## src/rtl/fetch_unit.sv

```systemverilog
// fetch_unit: MINI-RISC instruction fetch stage.
// Reads the PC, issues synchronous imem reads, buffers {instr, pc} in a small
// FIFO and hands them to decode over valid/ready. Handles flush and halt.
// Optional performance counters are built only when FETCH_PERF_EN is defined.
module fetch_unit #(
  parameter int unsigned INSTR_W = 16,
  parameter int unsigned ADDR_W  = 11,
  parameter int unsigned DEPTH   = 2
) (
  input  logic               clk,
  input  logic               rst,
  input  logic [ADDR_W-1:0]  pc_addr,
  output logic               pc_inc,
  output logic               imem_en,
  output logic [ADDR_W-1:0]  imem_addr,
  input  logic [INSTR_W-1:0] imem_rdata,
  input  logic               flush,
  input  logic               halt,
  output logic               dec_valid,
  input  logic               dec_ready,
  output logic [INSTR_W-1:0] dec_instr,
  output logic [ADDR_W-1:0]  dec_pc,
  output logic [15:0]        perf_fetches,
  output logic [15:0]        perf_stalls
);

  localparam int unsigned PTR_W = (DEPTH > 1) ? $clog2(DEPTH) : 1;
  localparam int unsigned CNT_W = $clog2(DEPTH + 1);
  localparam logic [PTR_W-1:0] LAST_PTR = PTR_W'(DEPTH - 1);

  logic [INSTR_W-1:0] r_instr_mem [DEPTH];
  logic [ADDR_W-1:0]  r_pc_mem    [DEPTH];
  logic [PTR_W-1:0]   r_wptr;
  logic [PTR_W-1:0]   r_rptr;
  logic [CNT_W-1:0]   r_count;
  logic               r_inflight;
  logic [ADDR_W-1:0]  r_inflight_pc;
  logic               r_inflight_epoch;
  logic               r_epoch;

  logic               w_pop;
  logic               w_push;
  logic               w_issue;
  int unsigned        w_credit;
  logic [PTR_W-1:0]   w_wptr_nxt;
  logic [PTR_W-1:0]   w_rptr_nxt;

  // Handshake, credit check and response acceptance.
  always_comb begin
    dec_valid  = (r_count != '0);
    w_pop      = dec_valid & dec_ready;
    // Entries already committed (buffered + in flight) minus the one leaving now.
    w_credit   = 32'(r_count) + 32'(r_inflight) - 32'(w_pop);
    w_issue    = !rst && !flush && !halt && (w_credit < DEPTH);
    // Responses from a stale epoch or arriving during a flush are dropped.
    w_push     = r_inflight && (r_inflight_epoch == r_epoch) && !flush;
    w_wptr_nxt = (r_wptr == LAST_PTR) ? '0 : r_wptr + PTR_W'(1);
    w_rptr_nxt = (r_rptr == LAST_PTR) ? '0 : r_rptr + PTR_W'(1);
  end

  // Outputs toward PC, memory and decode; head fields read as 0 when empty.
  always_comb begin
    imem_en   = w_issue;
    pc_inc    = w_issue;
    imem_addr = pc_addr;
    dec_instr = dec_valid ? r_instr_mem[r_rptr] : '0;
    dec_pc    = dec_valid ? r_pc_mem[r_rptr]    : '0;
  end

  // FIFO pointers, occupancy and epoch.
  always_ff @(posedge clk or posedge rst) begin
    if (rst) begin
      r_wptr  <= '0;
      r_rptr  <= '0;
      r_count <= '0;
      r_epoch <= 1'b0;
    end else if (flush) begin
      r_wptr  <= '0;
      r_rptr  <= '0;
      r_count <= '0;
      r_epoch <= ~r_epoch;
    end else begin
      if (w_push) r_wptr <= w_wptr_nxt;
      if (w_pop)  r_rptr <= w_rptr_nxt;
      if (w_push && !w_pop) begin
        r_count <= r_count + CNT_W'(1);
      end else if (!w_push && w_pop) begin
        r_count <= r_count - CNT_W'(1);
      end
    end
  end

  // In-flight read tracking; cleared by any cycle without an issue.
  always_ff @(posedge clk or posedge rst) begin
    if (rst) begin
      r_inflight       <= 1'b0;
      r_inflight_pc    <= '0;
      r_inflight_epoch <= 1'b0;
    end else begin
      r_inflight <= w_issue;
      if (w_issue) begin
        r_inflight_pc    <= pc_addr;
        r_inflight_epoch <= r_epoch;
      end
    end
  end

  // FIFO storage; no reset needed since the head is masked when empty.
  always_ff @(posedge clk) begin
    if (w_push) begin
      r_instr_mem[r_wptr] <= imem_rdata;
      r_pc_mem[r_wptr]    <= r_inflight_pc;
    end
  end

`ifdef FETCH_PERF_EN
  logic [15:0] r_perf_fetches;
  logic [15:0] r_perf_stalls;

  // Saturating issue and backpressure counters.
  always_ff @(posedge clk or posedge rst) begin
    if (rst) begin
      r_perf_fetches <= '0;
      r_perf_stalls  <= '0;
    end else begin
      if (w_issue && (r_perf_fetches != 16'hFFFF)) begin
        r_perf_fetches <= r_perf_fetches + 16'd1;
      end
      if (dec_valid && !dec_ready && (r_perf_stalls != 16'hFFFF)) begin
        r_perf_stalls <= r_perf_stalls + 16'd1;
      end
    end
  end

  assign perf_fetches = r_perf_fetches;
  assign perf_stalls  = r_perf_stalls;
`else
  assign perf_fetches = '0;
  assign perf_stalls  = '0;
`endif

endmodule

```

## config.mk

```make
export PLATFORM = sky130hd
export DESIGN_NAME = fetch_unit
export DESIGN_NICKNAME = d
export VERILOG_FILES = /design/src/rtl/fetch_unit.sv
export SDC_FILE = /design/constraint.sdc
export NUM_CORES = 1
export LEC_CHECK = 0
export ABC_AREA = 1
export BUFFER_PORTS_ARGS = -buffer_cell sky130_fd_sc_hd__buf_2
export CORE_UTILIZATION = 30
export CTS_CLUSTER_DIAMETER = 60
export DETAILED_ROUTE_END_ITERATION = 10
export GPL_TIMING_DRIVEN = 0
export PLACE_DENSITY = 0.6
export SYNTH_ARGS = -nofsm -noshare
export SYNTH_HDL_FRONTEND = slang
export SYNTH_SLANG_ARGS = --single-unit
```

## constraint.sdc

```tcl
create_clock -name clk -period 3 [get_ports clk]
set_input_delay 0.6 -clock clk [delete_from_list [all_inputs] [get_ports clk]]
set_output_delay 0.6 -clock clk [all_outputs]
set_load 0.02 [all_outputs]
```

## After elaboration in Yosys (flattened, before gate mapping)

Memory sizes are Yosys's and may differ from the RTL's.
Index checks and enable logic that the tools add are counted.

- Bits in registers: 18
- Memory bits (writable): 54
- Bits of input ports: 32
- Output and inout bits: 73
- Word-level logic and storage cells: 48
- Memories kept: 2

Memory list:

| memory | depth | width | rd ports | clocked after Yosys merged registers in | wr ports | RTL line | RTL |
|---|---|---|---|---|---|---|---|
| r_instr_mem | 2 | 16 | 1 | 0 | 1 | 31 | `logic [INSTR_W-1:0] r_instr_mem [DEPTH];` |
| r_pc_mem | 2 | 11 | 1 | 0 | 1 | 32 | `logic [ADDR_W-1:0] r_pc_mem [DEPTH];` |

- $add $sub $neg: 6
- Order comparisons: 1
- Eq/ne operators: 1
- Muxes and demuxes: 13
- Bitwise logic cells: 2
- Reductions and logical operators: 16

Operator list:

| cell | number |
|---|---|
| $lt 32x2->1 const B | 1 |
| $mux 16 | 1 |
| $mux 11 | 1 |
| $mux 1 | 8 |
| $logic_and 1x1->1 | 7 |
| $mux 2 | 3 |
| $reduce_bool 2->1 | 3 |
| $logic_not 1->1 | 5 |
| $sub 3x1->4 | 1 |
| $add 2x1->3 | 1 |
| $reduce_bool 3->1 | 1 |
| $add 1x1->1 const B | 2 |
| $add 2x1->2 const B | 1 |
| $sub 2x1->2 const B | 1 |
| $and 1x1->1 | 1 |
| $eq 1x1->1 | 1 |
| $not 1->1 | 1 |

## Depth between registers and ports, before layout

- Word-level depth: 8
- Mapped depth: 12
- Mapped depth without buffers: 11

## Worst setup path before layout

No wires, ideal clock.

- Path type: input to output
- From: input port dec_ready
- To: output port pc_inc
- Arrival time: 2.263 ns
- Setup slack: 0.137 ns
- Stages on the path: 11
- Buffers on the path: 2
- Cells stage by stage: inv_1 -> nor2_4 -> inv_2 -> or2_4 -> a21boi_2 -> fa_1 -> nor3_2 -> nand2_2 -> inv_2 -> buf_6 -> buf_4

- Longest elaborated chain between the ends: 4

Ends and longest elaborated chain:

| what | RTL line | RTL |
|---|---|---|
| start: declaration | 20 | `input logic dec_ready,` |
| $and 1x1->1 | 51 | `w_pop = dec_valid & dec_ready;` |
| $sub 3x1->4 | 53 | `w_credit = 32'(r_count) + 32'(r_inflight) - 32'(w_pop);` |
| $lt 32x2->1 | 54 | `w_issue = !rst && !flush && !halt && (w_credit < DEPTH);` |
| $logic_and 1x1->1 | 54 |  |
| end: declaration | 13 | `output logic pc_inc,` |

No other way between the ends.

## Worst setup path after layout

- From: register r_count[0]
- To: output port pc_inc

- Longest elaborated chain between the ends: 5

Ends and longest elaborated chain:

| what | RTL line | RTL |
|---|---|---|
| start: declaration | 35 | `logic [CNT_W-1:0] r_count;` |
| start signal: assignment | 86 | `r_count <= r_count + CNT_W'(1);` |
| start signal: assignment | 88 | `r_count <= r_count - CNT_W'(1);` |
| parallel branches: the longest is 2 deep, another holds $add 2x1->3 | - |  |
| $sub 3x1->4 * | 53 |  |
| $lt 32x2->1 * | 54 |  |
| $logic_and 1x1->1 * | 54 |  |

Every way passes the cells marked *.

==> results by group <==
Power and ir drop
  • Internal: 1.82 mW
  • Logic pwr share: 23.7%
  • Peak supply drop: 0.277 mV
  • P_leak: 1.93 nW
  • Sw Ratio: 31.1%
  • Sw Pwr: 0.820 mW
  • Sequential share of power: 48.8%
  • Cell area power density: 643 nW/um^2
  • Clock power share: 27.4%

Layout
  • Core Util, Final: 39.8%
  • P&R area growth vs syn: 28.8%
  • Share of cells above drive strength 1: 37.5%
  • Fin nets: 447
  • # diodes: 0

Route
  • Drt first pass iters: 4
  • Initial DRC Count: 52
  • Vias: 2,236
  • Avg WL per Cell: 11.2 um
  • Final wirelength: 6240 um
  • Routed Antenna Nets: 0
  • DRC Markers: 0
  • Via/cell ratio: 4.03

Yosys
  • Asr flop ratio synth: 25.0%
  • Register area share after synthesis: 65.0%
  • Post-Synth XOR/XNOR Area: 0.549%
  • Synth area leader: edfxtp_1
  • Flops & latches, synth: 72
  • Synth Area in Compound Gates: 5.26%
  • Synth Area in Adders: 0.628%
  • Yosys top cell area share: 50.8%
  • Unique masters post-synth: 25
  • Post-synth EDFFs: 54
  • Ys Warns: 0
  • Top-count cell post-synth: nand2_1
  • Mux share of post-synthesis cell area: 0%
  • Combinational family with the most area after synthesis: simple AND/OR/NAND/NOR gates
  • Post-Syn Area: 3190 um^2
  • Post-Syn Instances: 293
  • Leading register cell type out of synthesis: edfxtp_1
  • Post-synth top cells: 103 x nand2_1, 54 x edfxtp_1, 44 x buf_4
  • Syn avg cell area: 10.9 um^2
  • Synth top area cells: edfxtp_1 51%, dfrtp_1 14%, nand2_1 12%, buf_4 10%, a21oi_1 4.4%
  • Post-Synth Simple-Gate Area: 15.1%

Global routing
  • Met3 track demand over resource: 2.74%
  • First-pass GRT wire length: 10,200 um
  • Initial antenna violation count: 0
  • Gr ovfl total: 0
  • Global routing's busiest layer: met2
  • Number of global-route vias before repair: 2,049
  • M2 GR Usage: 20.6%
  • GR met1 Demand/Resource: 14.7%
  • Total GRT Usage: 12.2%
  • Largest net degree at the start of global routing: 28

CTS
  • Cts bufs inserted: 9
  • Root buffer cell: clkbuf_8
  • CTS sink count: 72
  • Clk_lat worst skew: 340 ps
  • H-tree Lvls: 3
  • Worst-path clk slew: 80 ps
  • Clock Tree Buf Depth: 2
  • CTS tree: done

Floorplanning
  • Starting density of the core: 30.9%
  • Rows: 37
  • Die footprint: 11,000 um^2
  • Count of boundary I/O pins: 105
  • Core region area: 10,300 um^2
  • Die Width: 105 um
  • Die height: 105 um

Timing
  • Slew HR: 42.7%
  • Slew @ Worst Pin: 857 ps
  • Period utilization: 97.7%
  • Final setup fails: 0
  • Setup WS post-layout: 68.3 ps
  • Final Slew Violations: 0
  • Final Skew: 9.16 ps
  • RSZ-0062 raised after global routing: true
  • Final Hold Viols: 0
  • Fin crit period: 2930 ps
  • Fmax: 341 MHz

Worst setup path
  • CP endpoint kind: output port
  • WP data arrival: 2330 ps
  • Crit path launch type: flip-flop
  • Critical path class: reg2out
  • Crit-path max FO: 4
  • Worst path required time: 2400 ps

Place
  • PortBufs: 72
  • GP Congestion: 0.726
  • Hpwl dp: 4300 um
  • Place WS: -165 ps

Job
  • Max_cap viols: 0

Outcome
  • Status: finished, final reports clean

Worst hold path
  • Hold Crit Class: in2async
-- flip-flops by register name, indices dropped and copies added, names as in the netlist --
signal / flops
r_inflight: 1
r_pc_mem: 22
r_count: 2
r_inflight_epoch: 1
r_instr_mem: 32
r_epoch: 1
r_rptr: 1
r_wptr: 1
r_inflight_pc: 11
-- per-stage QoR --
step / hold WS (ps) / area, um^2 / power, mW / instances / TNS, ps
after floorplan: 442 / 3310 / 1.72 / 324 / 0
after global placement: 451 / 3840 / 1.91 / 532 / -12880
after detailed placement: 454 / 3850 / 1.93 / 532 / -251
after CTS: 376 / 4090 / 2.67 / 554 / -87.0
after global routing: 410 / 4110 / 2.80 / 555 / -114
final: 365 / 4110 / 2.64 / 555 / 0
-- logic make-up after synthesis --
logic type,after synthesis
simple gates,119
compound gates,32
other cells,1
flops,72
buf+inv,66
xor+xnor,2
fa+ha+maj,1
-- routing by layer --
layer	share of wire (%)	wire, um
met1	43	2680
met2	49	3060
met3	6.3	396
met4	1.7	105
met5	0	0
-- power groups by stage --
stage / clock network, mW / registers, mW / logic (mW)
after floorplan: 0 / 1.29 / 0.438
after global placement: 0 / 1.30 / 0.604
after detailed placement: 0 / 1.31 / 0.614
after CTS: 0.747 / 1.29 / 0.637
after global routing: 0.790 / 1.31 / 0.705
final: 0.725 / 1.29 / 0.626
-- placed cells by master, fill, tap and decap left out, drive strengths merged --
master      n
buf       130
nand2     104
edfxtp     54
conb       32
a21oi      28
dfrtp      18
clkbuf     13
inv        11
nor2        7
nand3       4
clkinv      4
xor2        2
nand4       2
o21ai       2
clkinvlp    2
nor3        1
or2         1
a21boi      1
o22ai       1
fa          1
bufinv      1
-- repair_timing --
item / 4_1_cts / 5_1_grt
hold buffers: 0 / 0
pin swaps: 3 / 5
gates resized for setup: 3 / 3
endpoints found under the setup margin: 2 / 2
endpoints found under the hold margin: 0 / 0
setup buffers: 6 / 2
-- layout make-up --
type,instances,area [um^2]
Buffer,53,375
Clock buffer,10,128
Clock inverter,6,60.1
Fill cell,1030,6220
Inverter,12,47.5
Multi-Input combinational cell,186,826
Sequential cell,72,2070
Tap cell,136,170
Timing Repair Buffer,80,427
-- worst max-delay path, cell delays in order, from the launching register on --
cell and delay (ps):
dfrtp_1 390, nor2_4 60, nor2_4 90, inv_2 50, or2_4 240, a21boi_2 150
fa_1 430, nor3_2 180, nand2_2 110, inv_4 90, buf_6 90, buf_6 100
-- worst paths after layout --
kind	start	end	slack, ps	depth (start not counted)
hold reg to reg	r_inflight_pc[5]	r_pc_mem[1][5]	470	0
max in group asynchronous	rst	r_count[1]	2130	2
hold / removal	rst	r_inflight_pc[10]	360	2
setup / recovery	r_count[0]	pc_inc	70	11
min in group clk	imem_rdata[1]	r_instr_mem[0][1]	450	1
setup reg to reg	r_count[0]	r_inflight_pc[4]	790	13
Power figures use the tool's default switching activity.
